[config.mk]
export PLATFORM = sky130hd
export DESIGN_NAME = seq_serializer_nb
export DESIGN_NICKNAME = d
export VERILOG_FILES = /design/src/rtl/seq_ser_pkg.sv /design/src/rtl/seq_serializer_nb.sv
export SDC_FILE = /design/constraint.sdc
export NUM_CORES = 1
export LEC_CHECK = 0
export BUFFER_PORTS_ARGS = -buffer_cell sky130_fd_sc_hd__buf_2
export CORE_MARGIN = 2
export CORE_UTILIZATION = 35
export CTS_BUF_LIST = sky130_fd_sc_hd__clkbuf_16
export DETAILED_ROUTE_END_ITERATION = 8
export SLEW_MARGIN = 20
export SYNTH_ARGS = -nofsm -noshare
export SYNTH_HDL_FRONTEND = slang
export SYNTH_SLANG_ARGS = --single-unit
[constraint.sdc]
create_clock -name clk -period 3.2 [get_ports clk]
set_clock_uncertainty 0.1 [all_clocks]
set_input_delay 0.48 -clock clk [delete_from_list [all_inputs] [get_ports clk]]
set_output_delay 0.48 -clock clk [all_outputs]
set_load 0.01 [all_outputs]
[src/rtl/seq_ser_pkg.sv]
// Shared definitions for the parallel-to-serial FSM input stage:
// state typedef and its encodings.
package seq_ser_pkg;

    localparam logic [1:0] ST_IDLE  = 2'd0;
    localparam logic [1:0] ST_SHIFT = 2'd1;
    localparam logic [1:0] ST_GAP   = 2'd2;

    typedef enum logic [1:0] {
        IDLE  = ST_IDLE,
        SHIFT = ST_SHIFT,
        GAP   = ST_GAP
    } seq_ser_state_t;

endpackage

[src/rtl/seq_serializer_nb.sv]
// Serializes an NBITS word received over val/rdy into a one-bit-per-cycle
// stream, followed by GAP_CYCLES idle-zero cycles between words.
module seq_serializer_nb
    import seq_ser_pkg::*;
#(
    parameter int NBITS      = 8,
    parameter int LSB_FIRST  = 1,
    parameter int GAP_CYCLES = 1
) (
    input  logic             clk,
    input  logic             reset_n,
    input  logic             in_val,
    output logic             in_rdy,
    input  logic [NBITS-1:0] in_msg,
    output logic             out_,
    output logic             out_val,
    output logic             last
);

    localparam int IW = $clog2(NBITS);
    localparam int GW = (GAP_CYCLES > 0) ? $clog2(GAP_CYCLES + 1) : 1;
    localparam logic [IW-1:0] IDX_LAST  = IW'(NBITS - 1);
    localparam logic [GW-1:0] GCNT_LAST = GW'((GAP_CYCLES > 0) ? GAP_CYCLES - 1 : 0);

    seq_ser_state_t   r_state, w_state_nxt;
    logic [NBITS-1:0] r_sreg,  w_sreg_nxt;
    logic [IW-1:0]    r_idx,   w_idx_nxt;
    logic [GW-1:0]    r_gcnt,  w_gcnt_nxt;

    logic w_at_last;
    logic w_xfer;

    assign w_at_last = (r_state == SHIFT) && (r_idx == IDX_LAST);
    assign w_xfer    = in_val && in_rdy;

    always_ff @(posedge clk) begin
        if (!reset_n) begin
            r_state <= IDLE;
            r_sreg  <= '0;
            r_idx   <= '0;
            r_gcnt  <= '0;
        end else begin
            r_state <= w_state_nxt;
            r_sreg  <= w_sreg_nxt;
            r_idx   <= w_idx_nxt;
            r_gcnt  <= w_gcnt_nxt;
        end
    end

    always_comb begin
        w_state_nxt = r_state;
        w_sreg_nxt  = r_sreg;
        w_idx_nxt   = r_idx;
        w_gcnt_nxt  = r_gcnt;
        case (r_state)
            IDLE: begin
                if (w_xfer) begin
                    w_state_nxt = SHIFT;
                    w_sreg_nxt  = in_msg;
                    w_idx_nxt   = '0;
                end
            end
            SHIFT: begin
                w_sreg_nxt = (LSB_FIRST != 0) ? {1'b0, r_sreg[NBITS-1:1]}
                                              : {r_sreg[NBITS-2:0], 1'b0};
                w_idx_nxt  = r_idx + 1'b1;
                if (w_at_last) begin
                    if (GAP_CYCLES > 0) begin
                        w_state_nxt = GAP;
                        w_gcnt_nxt  = '0;
                    end else if (w_xfer) begin
                        // Zero-gap mode: next word loads on the final bit, no bubble.
                        w_sreg_nxt = in_msg;
                        w_idx_nxt  = '0;
                    end else begin
                        w_state_nxt = IDLE;
                    end
                end
            end
            GAP: begin
                w_gcnt_nxt = r_gcnt + 1'b1;
                if (r_gcnt == GCNT_LAST) w_state_nxt = IDLE;
            end
            default: w_state_nxt = IDLE;
        endcase
    end

    // Outputs decode registered state only; in_rdy is additionally held low in reset.
    always_comb begin
        out_    = 1'b0;
        out_val = 1'b0;
        last    = 1'b0;
        in_rdy  = 1'b0;
        case (r_state)
            IDLE: in_rdy = reset_n;
            SHIFT: begin
                out_val = 1'b1;
                out_    = (LSB_FIRST != 0) ? r_sreg[0] : r_sreg[NBITS-1];
                last    = w_at_last;
                in_rdy  = reset_n && w_at_last && (GAP_CYCLES == 0);
            end
            default: ;
        endcase
    end

endmodule

# Word-level counts from Yosys, hierarchy flattened
# Cells that the tools add are included.
[word_totals]
regBits = 14
word_cells = 34
[op_classes]
add_sub_neg = 2
n_eq_ne = 6
n_mux = 14
reduce_logical = 8
[ops]
columns = ["op", "n"]
rows = [
  ["one-hot mux 8 bit (2 select lines)", 1],
  ["2-to-1 mux 8 bit", 1],
  ["2-to-1 mux 2 bit", 3],
  ["inequality test 2 bit, second input constant", 3],
  ["one-hot mux 2 bit (3 select lines)", 1],
  ["one-hot mux 3 bit (2 select lines)", 1],
  ["2-to-1 mux 1 bit", 5],
  ["AND reduction 2 bit", 2],
  ["nonzero test 2 bit", 2],
  ["adder 3 x 1 -> 3 bit, second input constant", 1],
  ["equality test 3 bit, second input constant", 1],
  ["2-to-1 mux 3 bit", 1],
  ["AND reduction 3 bit", 1],
  ["equality test 2 x 1 -> 1 bit, second input constant", 1],
  ["equality test 2 bit, second input constant", 1],
  ["logical AND 1 bit", 2],
  ["zero test 2 bit", 1],
  ["one-hot mux 1 bit (2 select lines)", 1],
  ["adder 1 bit, second input constant", 1],
]

# Logic depth before layout (Yosys ltp)
# Gate-level depths: netlist of run 1.
[depth]
depth_word = 5
mapped_depth = 5
mapped_depth_nobuf = 5

# Worst setup path after synthesis of run 1
# No wires, ideal clock.
[synth_path]
path_kind = "reg-to-output"
start = "reg r_state[0]"
end = "out last"
arrival_time_ns = 0.984
required_time_ns = 2.620
setup_slack_ns = 1.636
path_stages_with_launch = 3
n_path_buf = 0
path_cell_list = "dfxtp_1 > nor2b_1 > and2_1"
[synth_via]
elab_chain_cells = 3
[synth_lines]
columns = ["item", "line_no", "source"]
rows = [
  ["start, declared", "seq_serializer_nb.sv:25", "seq_ser_state_t r_state, w_state_nxt;"],
  ["start signal, assigned", "seq_serializer_nb.sv:43", "r_state <= w_state_nxt;"],
  ["equality test 2 x 1 -> 1 bit (*)", "seq_serializer_nb.sv:33, seq_serializer_nb.sv:94", ""],
  ["logical AND 1 bit", "seq_serializer_nb.sv:33", "assign w_at_last = (r_state == SHIFT) && (r_idx == IDX_LAST);"],
  ["2-to-1 mux 1 bit (*)", "seq_serializer_nb.sv:94", "case (r_state)"],
  ["end, declared", "seq_serializer_nb.sv:17", "output logic last"],
]
# Mark *: on every way between the ends. The rest lies on a longest branch, timed or not.

# Worst setup path after layout of run 1
# Ends and elaborated chain as after synthesis.

==> results of run 1 <==
-- cell type report --
cell class | instances | area, um^2 | share of cell area [%]
multi-input combinational | 49 | 357 | 43.4
sequential | 14 | 280 | 34.1
clock buffer | 3 | 75.1 | 9.15
timing repair buffer | 14 | 70.1 | 8.54
tap | 25 | 31.3 | 3.81
clock inverter | 1 | 3.75 | 0.457
inverter | 1 | 3.75 | 0.457
-- synthesized netlist by cell type --
cell,number
a211oi_1,1
a21boi_0,1
a21oi_1,1
a21oi_2,1
a32oi_1,1
and2_1,2
buf_2,1
buf_6,1
clkbuf_1,2
dfxtp_1,14
ha_1,2
inv_1,1
mux2i_1,7
nand2_1,4
nand3_1,2
nor2_1,3
nor2_2,1
nor2b_1,1
nor3b_1,1
o211ai_1,7
o21a_1,1
o21ai_0,5
o21ai_2,7
or3b_1,1
-- sequential cells by signal (all words and copies together), names as in the netlist --
name	cells
r_state	2
r_sreg	8
r_gcnt	1
r_idx	3
-- report_power, final --
part / switching [mW] / internal, mW / total [mW]
Combinational: 0.0222 / 0.0198 / 0.0420
Clock: 0.0673 / 0.165 / 0.232
Sequential: 0.00917 / 0.185 / 0.194
-- per-layer routing --
layer	up-vias	global-route usage [%]
met2	14	19.2
met4	0	4.86
met1	254	20.9
met5	-	0
met3	2	3.40
li1	285	-
-- placed cells by master, fill, tap and decap left out, types with 2 or more instances in the layout --
cell        n
buf_2      14
o21ai_0     5
ha_1        2
nand2_1     4
nand3_1     2
o21ai_2     7
nor2_1      3
mux2i_1     7
o211ai_1    7
and2_1      2
clkbuf_16   3
dfxtp_1    14
-- per-stage QoR --
stage / hold WS, ns / utilization (%) / area, um^2
finish: 0.354 / 46.5 / 821
floorplan: 0.329 / - / 664
global route: 0.384 / 46.5 / 821
CTS: 0.360 / 46.5 / 821
global placement: 0.351 / 42.1 / 742
detailed placement: 0.352 / 42.1 / 742
-- logic make-up (layout without fill, tap and decap cells) --
logic type      Yosys count  count (layout)  synth area share (%)
buf+inv                   5              19                  4.14
mux                       7               7                  10.5
compound gates           25              25                  27.7
fa+ha+maj                 2               2                  3.77
flops                    14              14                  42.2
simple gates             15              15                  11.7
-- final timing paths --
check / from / to / slack, ns / cells past startpoint
worst max-delay path: r_state[0]$_SDFFE_PN0P_ / last / 0.93 / 3
worst min-delay path: r_idx[0]$_SDFFE_PN0P_ / r_idx[0]$_SDFFE_PN0P_ / 0.35 / 1
worst max register to register: r_state[0]$_SDFFE_PN0P_ / r_sreg[0]$_SDFFE_PN0P_ / 1.26 / 3
worst min register to register: r_idx[0]$_SDFFE_PN0P_ / r_idx[0]$_SDFFE_PN0P_ / 0.35 / 1
==> flow_metrics.tcl, run 1 <==
set metrics [dict create \
    syn_inst 68 \
    fp.dieH_um 47.6 \
    grt_pass1_wl_um 2250 \
    cp-start-kind "flop" \
    setup_tns_ns 0 \
    die_area_um2 2260 \
    netlist_area_um2 664 \
    fp.dieW_um 47.6 \
    design.core.area_um2 1760 \
    drt_iter0_markers 11 \
    setup_slack_ns 0.928 \
    power_density_nw_per_um2 570 \
    ys_types 24 \
    arrival_ns 1.69 \
    path_max_fanout 14 \
    wl_met1_um 652 \
    rsz0062_at_grt "false" \
    final_nets 96 \
    finalHoldViolations 0 \
    initial_core_util_pct 37.7 \
    crit_type "flop to output pin" \
    finalCriticalPeriod_ns 2.27 \
    top_layer_used "met4" \
    route.met3.wl_um 46 \
    syn_to_final_growth_pct 23.5 \
    synth_top_area_share_pct 42.2 \
    setup_viol 0 \
    antenna_found_initial 0 \
    peakVddDrop_uv 295 \
    grt_overflow 0 \
    cts_setup_buffers 0 \
    synthTopCellsByArea "dfxtp_1, mux2i_1, o21ai_2" \
    yosysSeqAreaShare_pct 42.2 \
    ioPinCount 15 \
    antenna_left 0 \
    syn_avg_cell_area_um2 9.77 \
    row_count 15 \
    detail_route.wl_per_cell_um 12.0 \
    clock_path_buffers 2 \
    firstDrtPassIters 4 \
    worst_pin_slew_ns 0.638 \
    clkTransAtPathRegs_ns 0.05 \
    io_buffers 14 \
    crit_chain "nor2b_1 > and2_1 > buf_2" \
    fmax_mhz 440 \
    drive_gt1_share_pct 31.7 \
    slew_violations 0 \
    slowest_delay_ns 0.72 \
    grt_pass1_vias 496 \
    dp_slack_ns 1.18 \
    clockRootBuffer "clkbuf_16" \
    cts-resized-gates 0 \
    final_cell_count_no_fill 107 \
    gp_congestion 0.652 \
    path_buf_inv 1 \
    clk_latency_ns 0.24 \
    via_count 555 \
    grt_max_degree 18 \
    syn_nets 81 \
    min_period_over_period_pct 71.0 \
    total_power_uw 468 \
    cp.required_ns 2.62 \
    fill_cells 193 \
    crit_slowest_cell "dfxtp_1" \
    crit_path_end_kind "output pin" \
    dr_wl_met2_um 583 \
    vias_per_cell 5.19 \
    yosysWarnings 0 \
    numCtsBuffers 3 \
    routed_wl_um 1290 \
    synth.ff_latch_count 14 \
    status "finished clean" \
    max-slew-margin-rel_pct 57.4 \
    critPathTopFamily "flip-flops" \
    h-tree-depth 1 \
    placed_cells 103 \
    yosys.area.top_type "dfxtp_1" \
    cts-hold-fix-buffers 0 \
    antenna_cells 0 \
    hpwl_um 902 \
    hp-class "flop to flop" \
    cap_violations 0 \
    power_leakage_nw 0.332 \
    grt_use_total_pct 13.9 \
    cts_tree "yes" \
    drc 0 \
    cts_sinks 14 \
]
(Power assumes the default switching activity.)
==> run 2: changes to the inputs <==
--- a/config.mk
+++ b/config.mk
@@ -5,6 +5,7 @@
 export SDC_FILE = /design/constraint.sdc
 export NUM_CORES = 1
 export LEC_CHECK = 0
+export ABC_AREA = 1
 export BUFFER_PORTS_ARGS = -buffer_cell sky130_fd_sc_hd__buf_2
 export CORE_MARGIN = 2
 export CORE_UTILIZATION = 35
==> constraint.sdc (replaced) <==
create_clock -name clk -period 2.1 [get_ports clk]
set_clock_uncertainty 0.1 [all_clocks]
set_input_delay 0.315 -clock clk [delete_from_list [all_inputs] [get_ports clk]]
set_output_delay 0.315 -clock clk [all_outputs]
set_load 0.01 [all_outputs]
==> run 2 against run 1 <==
  * Die area is 15% higher
  * Synthesized cell count increased by 59%
  * Worst hold slack worse by 0.083 ns
  * Largest power group unchanged
  * Final area increased by 9.8%
  * Combinational power rose by 130%
  * Total power up 62%
  * Worst setup slack lost 0.71 ns
  * Utilization down 4.6 points
==> flow_metrics.tcl, run 2 <==
set metrics [dict create \
    status "finished clean" \
    hp-class "input pin to flop" \
    row_count 17 \
    via_count 693 \
    drc 0 \
    hold_slack_ns 0.272 \
    grt_overflow 0 \
    crit_slowest_cell "dfxtp_1" \
    dp_slack_ns 0.484 \
    synth_top_area_share_pct 36.1 \
    grt_pass1_wl_um 2610 \
    drive_gt1_share_pct 19.0 \
    firstDrtPassIters 3 \
    crit_type "flop to output pin" \
    drt_iter0_markers 7 \
    antenna_left 0 \
    power_frac_clock_pct 47.5 \
    clock_path_buffers 2 \
    worst_pin_slew_ns 0.513 \
    setup_viol 0 \
    yosys.area.top_type "dfxtp_1" \
    yosysSeqAreaShare_pct 36.1 \
    switching_share_pct 23.8 \
    clkTransAtPathRegs_ns 0.05 \
    power_switching_uw 181 \
    finalCriticalPeriod_ns 1.88 \
    arrival_ns 1.47 \
    grt_max_degree 29 \
    top_regs "r_sreg (8), r_idx (3), r_state (2)" \
    cp-start-kind "flop" \
    placed_area_um2 822 \
    power_density_nw_per_um2 841 \
    setup_tns_ns 0 \
    initial_core_util_pct 36.2 \
    syn_to_final_growth_pct 15.9 \
    min_period_over_period_pct 89.7 \
    design.core.area_um2 2150 \
    placed_cells 145 \
    syn_inst 108 \
    final_nets 135 \
    synthTopCellsByArea "dfxtp_1, nand2_1, nand3_1" \
    die_area_um2 2610 \
    cts_setup_buffers 0 \
    yosysWarnings 0 \
    numCtsBuffers 3 \
    gp_congestion 0.720 \
    routed_wl_um 1490 \
    cts-hold-fix-buffers 0 \
    path_max_fanout 28 \
    grt_pass1_vias 633 \
    intPower_uw 577 \
    cts_sinks 14 \
    fp.dieW_um 51.1 \
    mostFrequentLayoutCells "nand2_1, nand3_1, a21oi_1, buf_2, dfxtp_1" \
    fmax_mhz 531 \
    slowest_delay_ns 0.63 \
    grt_use_total_pct 13.9 \
    antenna_found_initial 0 \
    ys_types 21 \
    final_cell_count_no_fill 149 \
    io_buffers 14 \
    synth_commonest_cells "nand2_1, nand3_1, a21oi_1, dfxtp_1, inv_1" \
    finalHoldViolations 0 \
    power_frac_seq_pct 39.6 \
    detail_route.wl_per_cell_um 10.0 \
    setup_slack_ns 0.216 \
    postLayoutCoreUtil_pct 41.9 \
    crit_path_end_kind "output pin" \
    hpwl_um 1020 \
    slew_violations 0 \
    cts_tree "yes" \
    vias_per_cell 4.65 \
    largest_reg_flops 8 \
    netlist_area_um2 777 \
    fin_area_um2 901 \
    clk_latency_ns 0.24 \
    cap_violations 0 \
    fp.dieH_um 51.1 \
    syn_avg_cell_area_um2 7.19 \
    synth_edf_count 0 \
    syn_nets 121 \
    power_leakage_nw 0.448 \
    regMostFlops "r_sreg" \
    max-slew-margin-rel_pct 65.8 \
    synth.ff_latch_count 14 \
    peakVddDrop_uv 706 \
    final_common_cell "nand2_1" \
    synthMostInstantiatedCell "nand2_1" \
    rsz0062_at_grt "false" \
    cp.required_ns 1.68 \
    ioPinCount 15 \
    synthArstFlopShare_pct 0 \
    clockRootBuffer "clkbuf_16" \
    h-tree-depth 1 \
    total_power_uw 757 \
    crit_chain "nand2_8 > inv_2 > nand2_1 > inv_1 > buf_2" \
    synthFlopType "dfxtp_1" \
    fill_cells 234 \
    antenna_cells 0 \
    power_frac_comb_pct 12.9 \
    cts-resized-gates 0 \
]
-- run 2: worst max-delay path, delay by kind of cell, from the launching register on --
kind | cells | cell delay (ns)
AND/OR/NAND/NOR | 2 | 0.29
buffers and inverters | 3 | 0.30
flip-flops | 1 | 0.63
-- run 2: cell families (layout without fill, tap and decap cells) --
| logic type | count (synthesis) | after routing | synth area share (%) |
|---|---|---|---|
| buffers and inverters | 17 | 30 | 13.8 |
| adder cells (fa/ha/maj) | 2 | 2 | 3.22 |
| AND/OR/NAND/NOR | 60 | 60 | 37.2 |
| flip-flops | 14 | 14 | 36.1 |
| AO/OA/AOI/OAI | 15 | 15 | 9.66 |
-- run 2: worst paths after layout --
check,startpoint,to,slack [ns],cells after the start
min reg2reg,r_gcnt$_SDFFE_PN0P_,r_gcnt$_SDFFE_PN0P_,0.37,2
max reg2reg,r_state[0]$_SDFFE_PN0P_,r_gcnt$_SDFFE_PN0P_,0.71,5
min,in_msg[7],r_sreg[7]$_SDFFE_PN0P_,0.27,3
max,r_state[0]$_SDFFE_PN0P_,last,0.22,5
-- run 2: layout make-up --
class / instances / area, um^2 / area share [%]
clock buffers: 3 / 75.1 / 8.33
clock inverters: 1 / 3.75 / 0.417
inverters: 12 / 47.5 / 5.28
multi-input cells: 77 / 389 / 43.2
flip-flops and latches: 14 / 280 / 31.1
well taps: 28 / 35.0 / 3.89
repair buffers: 14 / 70.1 / 7.78
-- run 2: metal layers --
metal / part of all wire (%) / GRT usage, % / vias to the layer above
li1: - / - / 377
met1: 45 / 15.6 / 305
met2: 50 / 22.9 / 9
met3: 3.5 / 6.14 / 2
met4: 1.1 / 5.41 / 0
met5: 0 / 0 / -
-- run 2: power by group through the flow --
stage	logic (mW)	clock network (mW)	registers (mW)
after floorplan	0.0913	0	0.297
after global placement	0.0968	0	0.304
after detailed placement	0.0983	0	0.304
after CTS	0.0989	0.371	0.300
after global routing	0.114	0.381	0.301
final	0.0975	0.360	0.300
